### src/rtl/act_vec_seq.sv
// Feeds N captured pre-activations one per cycle to a shared activation LUT and gathers the in-order results.
// done = N + L + 1 cycles after start (L = LUT latency); start is ignored unless IDLE, and there is no input backpressure.
module act_vec_seq #(
   parameter int N         = 8,
   parameter int IN_DAT_W  = 8,
   parameter int OUT_DAT_W = 8
) (
   input  logic                     clk,
   input  logic                     rst,
   input  logic                     start,
   input  logic [N*IN_DAT_W-1:0]    vec_in,
   output logic                     busy,
   output logic                     done,
   output logic [N*OUT_DAT_W-1:0]   vec_out,
   output logic [IN_DAT_W-1:0]      act_x,
   output logic                     act_valid,
   input  logic [OUT_DAT_W-1:0]     act_y,
   input  logic                     act_y_valid
);

   localparam int CNT_W = $clog2(N + 1);

   typedef enum logic [1:0] {S_IDLE, S_ISSUE, S_DRAIN, S_DONE} state_t;

   state_t                   r_state;
   logic [N*IN_DAT_W-1:0]    r_vec_cap;
   logic [N*OUT_DAT_W-1:0]   r_slots;
   logic [N*OUT_DAT_W-1:0]   r_vec_out;
   logic [CNT_W-1:0]         r_iss_cnt;
   logic [CNT_W-1:0]         r_rsp_cnt;
   logic [IN_DAT_W-1:0]      r_act_x;
   logic                     r_act_valid;
   logic                     r_busy;
   logic                     r_done;

   logic [N*OUT_DAT_W-1:0]   w_slots_nxt;
   logic [IN_DAT_W-1:0]      w_iss_elem;
   logic                     w_rsp_en;
   logic                     w_rsp_last;

   // Responses only count while a sequence is in flight; strays in IDLE/DONE are dropped.
   always_comb begin
      w_rsp_en    = act_y_valid && ((r_state == S_ISSUE) || (r_state == S_DRAIN));
      w_rsp_last  = w_rsp_en && (r_rsp_cnt == CNT_W'(N - 1));
      w_slots_nxt = r_slots;
      w_iss_elem  = '0;
      for (int i = 0; i < N; i++) begin
         if (w_rsp_en && (r_rsp_cnt == CNT_W'(i)))
            w_slots_nxt[i*OUT_DAT_W +: OUT_DAT_W] = act_y;
         if (r_iss_cnt == CNT_W'(i))
            w_iss_elem = r_vec_cap[i*IN_DAT_W +: IN_DAT_W];
      end
   end

   always_ff @(posedge clk) begin
      if (rst) begin
         r_state     <= S_IDLE;
         r_vec_cap   <= '0;
         r_slots     <= '0;
         r_vec_out   <= '0;
         r_iss_cnt   <= '0;
         r_rsp_cnt   <= '0;
         r_act_x     <= '0;
         r_act_valid <= 1'b0;
         r_busy      <= 1'b0;
         r_done      <= 1'b0;
      end else begin
         r_done <= 1'b0;
         case (r_state)
            S_IDLE: begin
               if (start) begin
                  r_vec_cap   <= vec_in;
                  r_act_x     <= vec_in[IN_DAT_W-1:0];
                  r_act_valid <= 1'b1;
                  r_iss_cnt   <= CNT_W'(1);
                  r_rsp_cnt   <= '0;
                  r_busy      <= 1'b1;
                  r_state     <= S_ISSUE;
               end
            end
            S_ISSUE: begin
               if (r_iss_cnt == CNT_W'(N)) begin
                  r_act_valid <= 1'b0;
                  r_state     <= S_DRAIN;
               end else begin
                  r_act_x   <= w_iss_elem;
                  r_iss_cnt <= r_iss_cnt + 1'b1;
               end
               if (w_rsp_last) begin
                  r_act_valid <= 1'b0;
                  r_state     <= S_DONE;
               end
            end
            S_DRAIN: begin
               if (w_rsp_last)
                  r_state <= S_DONE;
            end
            S_DONE: begin
               r_busy  <= 1'b0;
               r_state <= S_IDLE;
            end
            default: r_state <= S_IDLE;
         endcase

         if (w_rsp_en) begin
            r_slots   <= w_slots_nxt;
            r_rsp_cnt <= r_rsp_cnt + 1'b1;
         end
         // Publish the full vector, including the final response, as done rises.
         if (w_rsp_last) begin
            r_vec_out <= w_slots_nxt;
            r_done    <= 1'b1;
         end
      end
   end

   assign busy      = r_busy;
   assign done      = r_done;
   assign vec_out   = r_vec_out;
   assign act_x     = r_act_x;
   assign act_valid = r_act_valid;

endmodule

### config.mk
export PLATFORM = sky130hd
export DESIGN_NAME = act_vec_seq
export DESIGN_NICKNAME = d
export VERILOG_FILES = /design/src/rtl/act_vec_seq.sv
export SDC_FILE = /design/constraint.sdc
export NUM_CORES = 1
export LEC_CHECK = 0
export BUFFER_PORTS_ARGS = -buffer_cell sky130_fd_sc_hd__buf_2
export CAP_MARGIN = 10
export CELL_PAD_IN_SITES_DETAIL_PLACEMENT = 1
export CELL_PAD_IN_SITES_GLOBAL_PLACEMENT = 1
export CORE_MARGIN = 4
export CORE_UTILIZATION = 35
export DETAILED_ROUTE_END_ITERATION = 10
export HOLD_SLACK_MARGIN = 0.12
export PLACE_DENSITY_LB_ADDON = 0.1
export SLEW_MARGIN = 15
export SYNTH_ARGS = -nofsm -noshare
export SYNTH_HDL_FRONTEND = slang
export SYNTH_SLANG_ARGS = --single-unit
### constraint.sdc
create_clock -name clk -period 2.4 [get_ports clk]
set_input_delay 0.48 -clock clk [delete_from_list [all_inputs] [get_ports clk]]
set_output_delay 0.48 -clock clk [all_outputs]
set_load 0.01 [all_outputs]
==> results of run 1 <==
==> metrics by stage <==
step	hold slack, ns	area (um2)	cells
after detailed placement	0.447	9480	1382
after global routing	0.201	10200	1422
after CTS	0.187	10200	1422
final	0.208	10200	1422
after global placement	0.439	9480	1382
after floorplan	0.431	8490	972
==> cells in the mapped netlist (2+ instances only) <==
master	count	area share, %
sky130_fd_sc_hd__dfxtp_1	205	48
sky130_fd_sc_hd__nand2_1	161	7.1
sky130_fd_sc_hd__nor2_1	134	5.9
sky130_fd_sc_hd__a21oi_1	113	6.7
sky130_fd_sc_hd__mux2i_1	59	7.0
sky130_fd_sc_hd__clkbuf_1	53	2.3
sky130_fd_sc_hd__a211oi_1	34	3.0
sky130_fd_sc_hd__a211oi_2	26	3.8
sky130_fd_sc_hd__inv_1	23	1.0
sky130_fd_sc_hd__buf_2	17	1.0
sky130_fd_sc_hd__nand3b_1	17	1.5
sky130_fd_sc_hd__ha_1	12	1.8
sky130_fd_sc_hd__o21ai_0	10	0.59
sky130_fd_sc_hd__buf_6	9	1.2
sky130_fd_sc_hd__nand3_1	9	0.53
sky130_fd_sc_hd__a221oi_1	7	0.72
sky130_fd_sc_hd__nor2b_1	7	0.52
sky130_fd_sc_hd__or3_1	6	0.44
sky130_fd_sc_hd__nand2b_1	5	0.37
sky130_fd_sc_hd__nor3_1	5	0.29
sky130_fd_sc_hd__o221ai_1	5	0.52
sky130_fd_sc_hd__o22ai_1	5	0.37
sky130_fd_sc_hd__nand2_2	4	0.29
sky130_fd_sc_hd__a2111oi_2	3	0.53
sky130_fd_sc_hd__a221o_1	3	0.35
sky130_fd_sc_hd__a311o_1	3	0.35
sky130_fd_sc_hd__a311oi_1	3	0.31
sky130_fd_sc_hd__buf_1	3	0.13
sky130_fd_sc_hd__o211ai_1	3	0.27
sky130_fd_sc_hd__o22a_1	3	0.31
sky130_fd_sc_hd__and4b_1	2	0.24
sky130_fd_sc_hd__buf_4	2	0.18
sky130_fd_sc_hd__nand4b_1	2	0.21
sky130_fd_sc_hd__o21ai_1	2	0.12
sky130_fd_sc_hd__xnor2_1	2	0.21
==> critical path, delay by kind of cell (launching register included) <==
| kind | cells | cell delay, ns |
|---|---|---|
| AOI/OAI and AO/OA | 3 | 0.82 |
| DFF | 1 | 0.40 |
| adders and majority gates | 1 | 0.31 |
| buffers and inverters | 2 | 0.28 |
| and+or+nand+nor | 1 | 0.20 |
==> registers in the layout, indices dropped and copies added (netlist names) <==
register / cells
act_x: 8
busy: 1
vec_out: 64
r_rsp_cnt: 4
r_vec_cap: 64
r_state: 2
done: 1
act_valid: 1
r_iss_cnt: 4
r_slots: 56
==> metal layers <==
layer,global-route usage (%),routed length [um],vias up
met5,0,7,-
met4,3.09,312,2
met3,3.11,1250,25
met2,26.7,10400,143
met1,28.5,13100,3343
li1,-,-,3545
==> cells by family after synthesis <==
logic type | synth area share (%)
fa+ha+maj | 1.77
buf+inv | 5.87
mux | 7.09
compound gates | 18.5
simple gates | 18.2
flops | 48.3
xor+xnor | 0.206
==> worst max-delay path by stage <==
stage	from	endpoint	cells after the start
4_1_cts	r_iss_cnt[0]	act_x[5]	7
2_1_floorplan	r_state[0]	vec_out[36]	9
3_3_place_gp	r_state[0]	act_x[0]	6
3_5_place_dp	r_iss_cnt[0]	act_x[3]	6
5_1_grt	r_iss_cnt[0]	act_x[5]	7
6_report	r_iss_cnt[1]	act_x[5]	7
==> power by group through the flow <==
stage / combinational [mW] / sequential [mW] / clock (mW)
6_report: 1.88 / 3.93 / 3.44
3_3_place_gp: 1.88 / 4.00 / 0
2_1_floorplan: 1.30 / 3.91 / 0
3_5_place_dp: 1.89 / 4.00 / 0
4_1_cts: 1.90 / 3.93 / 3.54
5_1_grt: 2.13 / 3.96 / 3.68
==> area by class of cell <==
type                       count  area (um2)
clock buffer                  35         713
clock inverter                 5        31.3
fill                        2847       13500
inverter                      23        86.3
multi-input combinational    660        3890
sequential                   205        4100
tap                          319         399
timing repair buffer         175         995
==> results.ini, run 1 <==
[outcome]
status=finished, final reports clean

[pwr]
p_total_mw=9.25
worst_ir_drop_vdd_uv=449
share_of_total_power_in_the_clock_network_pct=37.2
p_leak_nw=4.34
switchingPower_mw=2.82
cellPowerDensity_mw_per_mm2=905
design_internal_power_mw=6.43
switching_share_of_power_pct=30.5
seq_power_share_pct=42.5
pwr-share-comb_pct=20.3

[global_route]
grt_first_pass_wirelength_mm=39.4
grt.total_usage_pct=18.3
grt_max_degree=112
globalRoute.totalOverflow=0
vias_in_the_first_global_route=7039
antenna_found_initial=1

[critical_path]
timing_worst_setup_path_type=reg -> reg
worst_setup_path_end_kind=flip-flop
crit_fanout=11
cp_slowest_cell=sky130_fd_sc_hd__a2111oi_0
start_kind=flip-flop
critical_path_required_ns=2.80
critical_path_arrival_ns=2.52
worstRegToRegCells=7
timing.critical_path.cells=inv_1, ha_1, nand3b_1, a2111oi_0, buf_4, o211ai_1, a221oi_1
timing.rr.start=r_iss_cnt[1]
ff2ff_setup_slack_ns=0.28
worstReg2RegEnd=act_x[5]
cp_slowest_stage_delay_ns=0.46

[timing]
report.final.setup_viol=0
report.final.hold_viol_count=0
post-route-worst-setup-slack_ns=0.285
final.setup_skew_ns=0.0107
final_max_slew_viol_count=0
slew_headroom_pct=64.4
setup_tns_ns=0
final.min_clock_period_ns=2.12
setup_repair_after_global_routing_missed_its_margin=false
fmax_mhz=473
final_min_period_over_clock_period_pct=88.1
tightestPinTransition_ns=0.534

[finish]
nets=1177
layout_common_cells=sky130_fd_sc_hd__dfxtp_1 (205), sky130_fd_sc_hd__nand2_1 (160), sky130_fd_sc_hd__buf_2 (149)
layout-area-overhead-vs-synth_pct=20.4
drive_gt1_share_pct=22.7
antenna-diode-count=0
layout.core_utilization_pct=43.2
layout.cells.most_common=sky130_fd_sc_hd__dfxtp_1

[floorplan]
floorplan.initialDensity_pct=35.8
boundaryPins=151
core-area_mm2=0.0237
die_h_um=164
die_area_mm2=0.0268
placement_rows=56
die_w_um=164

[place]
detailedPlacementHpwl_mm=17.7
gpl.final_weighted_congestion=0.849
post-place-ws_ns=0.295
i_o_buffers=150

[hold_path]
min_path_cells=3
timing.hold.worst.start=vec_in[12]
hold_worst_path_end=r_vec_cap[12]
worstHoldPathType=in -> reg

[detailed_routing]
drc=0
drt_wl_total_mm=25.1
initialDrtViolationCount=383
via_count=7058
wire_per_inst_um=17.6
avgViaCountPerCell=4.96
route.antenna.remaining_nets=0
dr.pass1.iters=5

[yosys]
synth_cell_type_count=50
ys_dominant_reg_cell=sky130_fd_sc_hd__dfxtp_1
number_of_cells_produced_by_synthesis=972
synth_seq_cells=205
syn_area_per_cell_um2=8.73
syn_nets=1060
yosysSeqAreaShare_pct=48.3
yosys_warnings=0
count_of_flip_flops_with_a_built_in_enable_after_synthesis=0
synth-async-reset-ratio_pct=0
synthesis.area_mm2=0.00849

[clock_network]
clock_insertion_delay_worst_skew_ns=0.50
cts_hold_repair.buffers=0
tritoncts_num_sinks=205
cts_resized=0
post-cts-setup-buffers=0
tritoncts=done
number_of_buffers_on_the_longest_clock_path=3
htree_num_levels=1
tritoncts.num_buffers=24
cts_root_buffer=sky130_fd_sc_hd__clkbuf_16
path_clk_slew_ns=0.06

[run]
max_cap_viol_count=0

Power figures use the tool's default switching activity.
==> inputs of run 2 (changes only) <==
Settings changed: GPL_TIMING_DRIVEN from default to 0.
==> results.ini, run 2 (synthesized netlist as in run 1, its figures left out) <==
[global_route]
grt_first_pass_wirelength_mm=41.6
globalRoute.totalOverflow=0
vias_in_the_first_global_route=7374
grt_max_degree=14
antenna_found_initial=0
grt.total_usage_pct=19.7

[timing]
report.final.hold_viol_count=0
fmax_mhz=432
tightestPinTransition_ns=0.861
final_min_period_over_clock_period_pct=96.5
final.min_clock_period_ns=2.32
report.final.setup_viol=0
final_max_slew_viol_count=0
final.setup_skew_ns=0.00947
fin_hold_ws_ns=0.190
slew_headroom_pct=42.6

[detailed_routing]
via_count=7388
avgViaCountPerCell=5.02
route.antenna.remaining_nets=0
initialDrtViolationCount=411
dr.pass1.iters=5
wire_per_inst_um=18.3
drt_wl_total_mm=27.0
drc=0

[pwr]
p_leak_nw=4.42
p_total_mw=9.58
cellPowerDensity_mw_per_mm2=921
worst_ir_drop_vdd_uv=424

[finish]
antenna-diode-count=0
layout.cell_area.non_filler_mm2=0.0104
layout.core_utilization_pct=43.9
nets=1225
drive_gt1_share_pct=21.6
layout_common_cells=sky130_fd_sc_hd__dfxtp_1 (205), sky130_fd_sc_hd__nand2_1 (161), sky130_fd_sc_hd__buf_2 (158)
layout.cells.most_common=sky130_fd_sc_hd__dfxtp_1
layout-area-overhead-vs-synth_pct=22.6

[floorplan]
core-area_mm2=0.0237
floorplan.initialDensity_pct=35.8
die_h_um=164
placement_rows=56
die_area_mm2=0.0268
boundaryPins=151
die_w_um=164

[clock_network]
number_of_buffers_on_the_longest_clock_path=3
path_clk_slew_ns=0.07
tritoncts=done
tritoncts_num_sinks=205
tritoncts.num_buffers=23
clock_insertion_delay_worst_skew_ns=0.52
cts_root_buffer=sky130_fd_sc_hd__clkbuf_16
htree_num_levels=1
post-cts-setup-buffers=0

[critical_path]
critical_path_required_ns=2.82
timing_worst_setup_path_type=reg -> reg
cp_slowest_cell=sky130_fd_sc_hd__a2111oi_1
worst_setup_path_end_kind=flip-flop
timing.critical_path.buf_inv=2
timing.critical_path.cells=inv_1, ha_1, clkbuf_1, nor2b_1, a2111oi_1, o211ai_1, a221oi_1
crit_fanout=10
start_kind=flip-flop
critical_path_arrival_ns=2.74
path_delay_family=compound AO/OA/AOI/OAI gates
cp_slowest_stage_delay_ns=0.56

[place]
detailedPlacementHpwl_mm=20.1
i_o_buffers=141
postPlaceCellArea_mm2=0.00959
gpl.final_weighted_congestion=0.915

[run]
max_cap_viol_count=0

[outcome]
status=finished, final reports clean

[hold_path]
worstHoldPathType=in -> reg

run 2: cell types whose count changed in the layout (fill, tap and decap cells not counted), sizes merged:
cell      previous run  this run
bufinv               0         3
buf                175       171
clkinv               3         6
clkbuf              35        83
clkinvlp             1         2
run 2: through the flow:
step / setup TNS (ns) / worst slack (ns) / cells
2_1_floorplan: 0 / 0.468 / 972
3_3_place_gp: -2.18 / -0.113 / 1432
3_5_place_dp: -3.26 / -0.126 / 1432
4_1_cts: 0 / 0.00222 / 1474
5_1_grt: -0.00931 / -0.00931 / 1473
6_report: 0 / 0.0838 / 1473
run 2: layout make-up:
class                           count  area [um2]
Sequential cell                   205        4100
Timing Repair Buffer              141         706
Multi-Input combinational cell    660        3890
Inverter                           23        86.3
Fill cell                        2836       13300
Tap cell                          319         399
Buffer                             83         412
Clock inverter                     12         159
Clock buffer                       30         652
run 2: layer usage:
metal / global-route usage, % / vias up / share of wire (%)
li1: - / 3657 / -
met1: 30.4 / 3525 / 51
met2: 29.1 / 178 / 42
met3: 3.26 / 28 / 5.6
met4: 3.51 / 0 / 1.2
met5: 0 / - / 0
run 2: power breakdown:
| part | internal, mW | switching (mW) |
|---|---|---|
| sequential | 3.69 | 0.226 |
| combinational | 0.662 | 1.27 |
| clock | 2.26 | 1.48 |
| total | 6.61 | 2.97 |
run 2: worst paths after layout:
| check | start | end | slack, ns | cells past startpoint |
|---|---|---|---|---|
| worst max-delay path | r_iss_cnt[0] | act_x[5] | 0.08 | 7 |
| worst min-delay path | vec_in[8] | r_vec_cap[8] | 0.19 | 3 |
| worst max register to register | r_iss_cnt[0] | act_x[5] | 0.08 | 7 |
| worst min register to register | r_vec_cap[22] | r_vec_cap[22] | 0.46 | 2 |
run 2: worst reg2reg max path, stage by stage, from the launching register on:
cell and delay (ns):
sky130_fd_sc_hd__dfxtp_1 0.41, sky130_fd_sc_hd__inv_1 0.10, sky130_fd_sc_hd__ha_1 0.25, sky130_fd_sc_hd__clkbuf_1 0.26
sky130_fd_sc_hd__nor2b_1 0.21, sky130_fd_sc_hd__a2111oi_1 0.56, sky130_fd_sc_hd__o211ai_1 0.19, sky130_fd_sc_hd__a221oi_1 0.25
run 2: timing repair:
action / 4_1_cts / 5_1_grt
setup endpoints to repair: 0 / 42
resized for setup: 0 / 6
hold buffers: 0 / 0
